==> config.mk <==
export PLATFORM = sky130hd
export DESIGN_NAME = spi_slave_resp
export DESIGN_NICKNAME = d
export VERILOG_FILES = /design/src/rtl/spi_slave_resp.sv
export SDC_FILE = /design/constraint.sdc
export NUM_CORES = 1
export LEC_CHECK = 0
export ABC_AREA = 1
export CAP_MARGIN = 5
export CORE_AREA = 2 2 94 96
export CTS_CLUSTER_DIAMETER = 100
export DETAILED_ROUTE_END_ITERATION = 16
export DIE_AREA = 0 0 96 98
export PLACE_DENSITY_LB_ADDON = 0.15
export SYNTH_ARGS = -nofsm -noshare
export SYNTH_HDL_FRONTEND = slang
export SYNTH_SLANG_ARGS = --single-unit
export TNS_END_PERCENT = 5
==> constraint.sdc <==
create_clock -name clk -period 2.1 [get_ports clk]
set_input_delay 0.315 -clock clk [delete_from_list [all_inputs] [get_ports clk]]
set_output_delay 0.315 -clock clk [all_outputs]
set_load 0.02 [all_outputs]
==> src/rtl/spi_slave_resp.sv <==
// SPI slave/responder: oversampled ss/sck/mosi, word-framed full duplex, all four SPI modes.
// Optional build macro SPI_SLAVE_LSB_FIRST_EN switches both directions to LSB first.
module spi_slave_resp #(
  parameter int                DATA_W  = 8,
  parameter bit                CPOL    = 1'b0,
  parameter bit                CPHA    = 1'b0,
  parameter logic [DATA_W-1:0] TX_IDLE = 8'hFF
) (
  input  logic              clk,
  input  logic              rst,
  input  logic              ss,
  input  logic              sck,
  input  logic              mosi,
  output logic              miso_drv,
  input  logic [DATA_W-1:0] tx_data,
  input  logic              tx_valid,
  output logic              tx_ready,
  output logic [DATA_W-1:0] rx_data,
  output logic              rx_valid,
  output logic              underrun,
  output logic              abort,
  output logic              busy
);

  localparam int              CW   = $clog2(DATA_W);
  localparam logic [CW-1:0]   LAST = CW'(DATA_W - 1);

  typedef enum logic [1:0] {S_IDLE, S_LOAD, S_SHIFT} state_t;

  state_t              r_state, w_state_nxt;
  logic [2:0]          r_ss_sr, r_sck_sr;
  logic [1:0]          r_mosi_sr;
  logic [CW-1:0]       r_bit_cnt;
  logic [DATA_W-1:0]   r_rx_shift, r_rx_data;
  logic [DATA_W-1:0]   r_tx_shift, r_tx_next, r_hold;
  logic                r_hold_full, r_pend, r_unr_pend;
  logic                r_rx_valid, r_underrun, r_abort;

  logic                w_ss_s, w_ss_d, w_sck_s, w_sck_d, w_mosi_s;
  logic                w_ss_fall, w_lead, w_trail, w_sample, w_shift;
  logic                w_in_shift, w_active;
  logic                w_smp, w_last, w_shf, w_leave, w_abort, w_take, w_load_hold;
  logic [CW-1:0]       w_cnt_after;
  logic [DATA_W-1:0]   w_word, w_rx_next, w_tx_shifted;
  logic                w_tx_out;

  // Two-flop synchronisers plus a third copy of ss/sck for edge detection.
  always_ff @(posedge clk or posedge rst) begin
    if (rst) begin
      r_ss_sr   <= '1;
      r_sck_sr  <= {3{CPOL}};
      r_mosi_sr <= '0;
    end else begin
      r_ss_sr   <= {r_ss_sr[1:0], ss};
      r_sck_sr  <= {r_sck_sr[1:0], sck};
      r_mosi_sr <= {r_mosi_sr[0], mosi};
    end
  end

  assign w_ss_s    = r_ss_sr[1];
  assign w_ss_d    = r_ss_sr[2];
  assign w_sck_s   = r_sck_sr[1];
  assign w_sck_d   = r_sck_sr[2];
  assign w_mosi_s  = r_mosi_sr[1];
  assign w_ss_fall = !w_ss_s && w_ss_d;
  assign w_lead    = (w_sck_s != CPOL) && (w_sck_d == CPOL);
  assign w_trail   = (w_sck_s == CPOL) && (w_sck_d != CPOL);
  assign w_sample  = CPHA ? w_trail : w_lead;
  assign w_shift   = CPHA ? w_lead  : w_trail;

  always_ff @(posedge clk or posedge rst) begin
    if (rst) r_state <= S_IDLE;
    else     r_state <= w_state_nxt;
  end

  always_comb begin
    w_state_nxt = r_state;
    w_in_shift  = 1'b0;
    w_active    = 1'b0;
    case (r_state)
      S_IDLE:  if (w_ss_fall) w_state_nxt = S_LOAD;
      S_LOAD:  begin
        w_active    = 1'b1;
        w_state_nxt = S_SHIFT;
      end
      S_SHIFT: begin
        w_active   = 1'b1;
        w_in_shift = 1'b1;
        if (w_ss_s) w_state_nxt = S_IDLE;
      end
      default: w_state_nxt = S_IDLE;
    endcase
  end

`ifdef SPI_SLAVE_LSB_FIRST_EN
  assign w_rx_next    = {w_mosi_s, r_rx_shift[DATA_W-1:1]};
  assign w_tx_shifted = {1'b0, r_tx_shift[DATA_W-1:1]};
  assign w_tx_out     = r_tx_shift[0];
`else
  assign w_rx_next    = {r_rx_shift[DATA_W-2:0], w_mosi_s};
  assign w_tx_shifted = {r_tx_shift[DATA_W-2:0], 1'b0};
  assign w_tx_out     = r_tx_shift[DATA_W-1];
`endif

  assign w_smp       = w_in_shift && w_sample;
  assign w_last      = w_smp && (r_bit_cnt == LAST);
  assign w_shf       = w_in_shift && w_shift;
  assign w_leave     = w_in_shift && w_ss_s;
  assign w_cnt_after = w_last ? '0 : (w_smp ? r_bit_cnt + 1'b1 : r_bit_cnt);
  // A word finishing on the same clk that ss goes away is complete, not aborted.
  assign w_abort     = w_leave && (w_cnt_after != '0);
  assign w_take      = ((r_state == S_LOAD) || w_last) && r_hold_full;
  assign w_load_hold = tx_valid && !r_hold_full;
  assign w_word      = r_hold_full ? r_hold : TX_IDLE;

  // Holding register: the reload sees the old contents; a same-clk tx_valid only
  // lands when holding was already empty, so the two never collide.
  always_ff @(posedge clk or posedge rst) begin
    if (rst) begin
      r_hold      <= '0;
      r_hold_full <= 1'b0;
    end else if (w_load_hold) begin
      r_hold      <= tx_data;
      r_hold_full <= 1'b1;
    end else if (w_take) begin
      r_hold_full <= 1'b0;
    end
  end

  always_ff @(posedge clk or posedge rst) begin
    if (rst) begin
      r_bit_cnt  <= '0;
      r_rx_shift <= '0;
      r_rx_data  <= '0;
      r_rx_valid <= 1'b0;
      r_abort    <= 1'b0;
    end else begin
      r_bit_cnt  <= (w_in_shift && !w_leave) ? w_cnt_after : '0;
      r_rx_valid <= w_last;
      r_abort    <= w_abort;
      if (w_smp)  r_rx_shift <= w_rx_next;
      if (w_last) r_rx_data  <= w_rx_next;
    end
  end

  // The next word is parked in r_tx_next at the final sample and only lands in the
  // shifter on the following shift edge, so the current last bit stays valid.
  always_ff @(posedge clk or posedge rst) begin
    if (rst) begin
      r_tx_shift <= '0;
      r_tx_next  <= '0;
      r_pend     <= 1'b0;
    end else if (r_state == S_IDLE) begin
      r_pend     <= 1'b0;
    end else if (r_state == S_LOAD) begin
      r_tx_shift <= w_word;
      r_tx_next  <= w_word;
      r_pend     <= CPHA;
    end else if (w_last) begin
      r_tx_next  <= w_word;
      r_pend     <= 1'b1;
    end else if (w_shf) begin
      r_pend     <= 1'b0;
      r_tx_shift <= r_pend ? r_tx_next : w_tx_shifted;
    end
  end

  // A reload from an empty holding register only counts as an underrun once the
  // master actually clocks the next word; a frame ending on a word boundary is clean.
  always_ff @(posedge clk or posedge rst) begin
    if (rst) begin
      r_unr_pend <= 1'b0;
      r_underrun <= 1'b0;
    end else begin
      r_underrun <= ((r_state == S_LOAD) && !r_hold_full) ||
                    (w_smp && (r_bit_cnt == '0) && r_unr_pend);
      if (!w_in_shift)                        r_unr_pend <= 1'b0;
      else if (w_last && !r_hold_full)        r_unr_pend <= 1'b1;
      else if (w_smp && (r_bit_cnt == '0))    r_unr_pend <= 1'b0;
    end
  end

  assign miso_drv = w_active && !w_ss_s && !ss && w_tx_out;
  assign tx_ready = !r_hold_full;
  assign rx_data  = r_rx_data;
  assign rx_valid = r_rx_valid;
  assign underrun = r_underrun;
  assign abort    = r_abort;
  assign busy     = !w_ss_s;

endmodule
==> run summary <==
RSZ-0062 raised after global routing = no
Crit-path max FO = 4
Setup TNS = 0 ps
Crit path DAT = 1650 ps
Clk pin slew, worst setup/hold paths = 70 ps
Critical Path RT = 1780 ps
First-pass GRT wire length = 9080 um
CTS tree = done
Seq cells post-synth = 58
Layout cells sized above 1 = 18.5%
Post-synth top area cell = dfrtp_1
F_max = 510 MHz
Clock buffer depth = 2
Max-slew headroom = 67.9%
Crit-path leading delay family = buffers and inverters
Pins Over Slew Limit = 0
Routability cong. = 0.753
Via density = 4.25
Fin. Hold Viols = 0
Clock skew = 6.09 ps
EDFF count, synth = 0
Post-route ant nets = 0
Placed cell area = 3050 sq um
Endpoints failing setup = 0
Worst path bufs/invs = 2
Hold Slack = 301 ps
Initial antenna violation count = 0
Yosys cell types = 24
Post-synth ARST share = 100%
Placed Cells = 417
Finished Cell Area = 3270 sq um
Cells after synthesis = 281
Hpwl dp = 3600 um
Final worst slack = 140 ps
Tot Pwr = 4.08 mW
Critical Path, Cell by Cell = inv_1, ha_1, nand2_1, nor3_1, dlygate4sd2_1
Area delta synth->final = 24.9%
Worst Tran Pin Value = 481 ps
Top cell type's share of synthesized area = 52.6%
Main area contributors after synthesis = dfrtp_1, nand2_1, nand3_1, inv_1, mux2_2
Initial Util = 30.9%
Hold Crit Class = in -> async
Clock sink count = 58
Multi-input gate area = 1010 sq um
I/O Buffers = 27
Avg Cell Area, Syn = 9.31 sq um
Pre-CTS setup slack = 229 ps
Crit. End Element = primary output
Max cap viols = 0
Most frequent cell after synthesis = nand2_1
Die Wd = 96 um
I/O pin cnt = 28
Max VDD drop = 0.361 mV
Total track usage = 12.5%
Worst-path cell with the longest stage delay = dfrtp_1
FILL cells = 832
Status = finished clean
Power per Cell Area = 1250 nW/um^2
CP Class = reg -> out
DR WL/cell = 12.0 um
Period utilization = 93.3%
Min Tclk post-route = 1960 ps
Drt drc = 0
Seq/Total Area, Yosys = 55.6%
Rows = 34
Synthesized Nets = 302
Postcts setup bufs = 0
H-Tree Depth = 3
Initial DRC count = 103
Slowest stage delay, CP = 390 ps
Non-Filler Instances = 433
Vias in the first global route = 1921
CP Launch Type = flop
# nets final = 341
Leakage = 1.60 nW
Seq. cell area = 1460 sq um
Top_reg_cell synth = dfrtp_1
Post-Syn Area = 2620 sq um
Antenna diodes = 0
CTS buffer count = 9
First drt pass iteration count = 4
GRT overflow = 0
Via Count = 1842
Syn. warnings = 0
Routed wire length = 5200 um
Post-layout util = 38.6%
Total core area = 8470 sq um
Die height = 98 um
Worst-Skew Late Latency = 340 ps
Root buf cell = clkbuf_8
Pin count of the biggest net entering global routing = 32
Die Footprint = 9410 sq um
Commonest cells post-synth = nand2_1, dfrtp_1, inv_1, nand3_1, o21ai_0
[where the power goes]
part / internal [mW] / total (mW) / switching, mW / leakage, nW
registers: 1.43 / 1.61 / 0.172 / 0.734
clock network: 0.665 / 1.15 / 0.486 / 0.105
logic: 0.540 / 1.32 / 0.784 / 0.758
[cells by family (layout without fill, tap and decap cells)]
group	count (synthesis)	count (layout)	synth area share, %
simple gates	143	143	24.8
flops	58	58	55.6
buf+inv	36	80	5.64
compound gates	29	29	7.17
mux	8	8	3.44
fa+ha+maj	7	7	3.35
[path summary, 6_finish.rpt]
check	from	slack [ps]	cells past startpoint	to
worst max-delay path	r_state[0]$_DFFE_PP0P_	140	5	miso_drv
worst min-delay path	rst	300	2	r_tx_next[6]$_DFFE_PP0P_
worst max register to register	r_state[0]$_DFFE_PP0P_	360	7	r_tx_shift[6]$_DFFE_PP0P_
worst min register to register	r_sck_sr[0]$_DFF_PP0_	350	0	r_sck_sr[1]$_DFF_PP0_
max in group asynchronous	rst	1280	3	r_bit_cnt[0]$_DFF_PP0_
min in group clk	r_sck_sr[0]$_DFF_PP0_	350	0	r_sck_sr[1]$_DFF_PP0_
[registers in the layout, indices dropped and copies added, names as in the netlist]
signal and cells:
r_pend 1, abort 1, r_ss_sr 3, r_state 2
rx_data 8, r_tx_shift 8, r_hold_full 1, r_rx_shift 7
underrun 1, rx_valid 1, r_tx_next 8, r_unr_pend 1
r_mosi_sr 2, r_sck_sr 3, r_bit_cnt 3, r_hold 8
[cell usage in the layout (no fill, tap or decap), types with 2 or more instances in the layout]
cell,netlist,final
nand2_1,99,99
dfrtp_1,55,55
inv_1,29,28
clkdlybuf4s50_1,0,26
nand3_1,22,22
o21ai_0,17,17
clkbuf_8,0,9
o21ai_2,8,8
mux2_2,8,8
or2_2,7,7
ha_1,7,7
nor2_1,6,6
buf_4,0,5
nand2_4,4,4
dfstp_2,3,3
nand2_2,2,2
inv_2,1,2
a21oi_1,2,2
clkinv_2,0,2
clkinvlp_4,0,2
bufinv_16,0,2
[what timing repair did]
action | CTS | global route
endpoints found under the hold margin | 0 | 0
gates resized for setup | 1 | 0
hold buffers | 0 | 0
setup endpoints to repair | 1 | 0
[worst reg2reg max path, cell delays in order, from the launching register on]
cell	delay, ps
dfrtp_1	410
inv_1	130
ha_1	330
nand3_1	200
o21ai_4	300
nand2_4	130
nand2_1	80
nand2_1	50
[layout make-up]
cell class	instances	area share [%]
well taps	108	4.14
flip-flops and latches	58	44.5
multi-input cells	187	31.0
clock inverters	7	2.87
inverters	31	3.64
clock buffers	9	3.79
repair buffers	33	10.0
[metal layers]
layer,track usage (%),vias up,wire length [um]
met5,0,-,0
met4,6.59,0,127
met3,3.16,10,164
met2,17.8,24,2260
met1,17.3,848,2650
li1,-,960,-
Note: power is estimated with default switching activity, not from simulation.
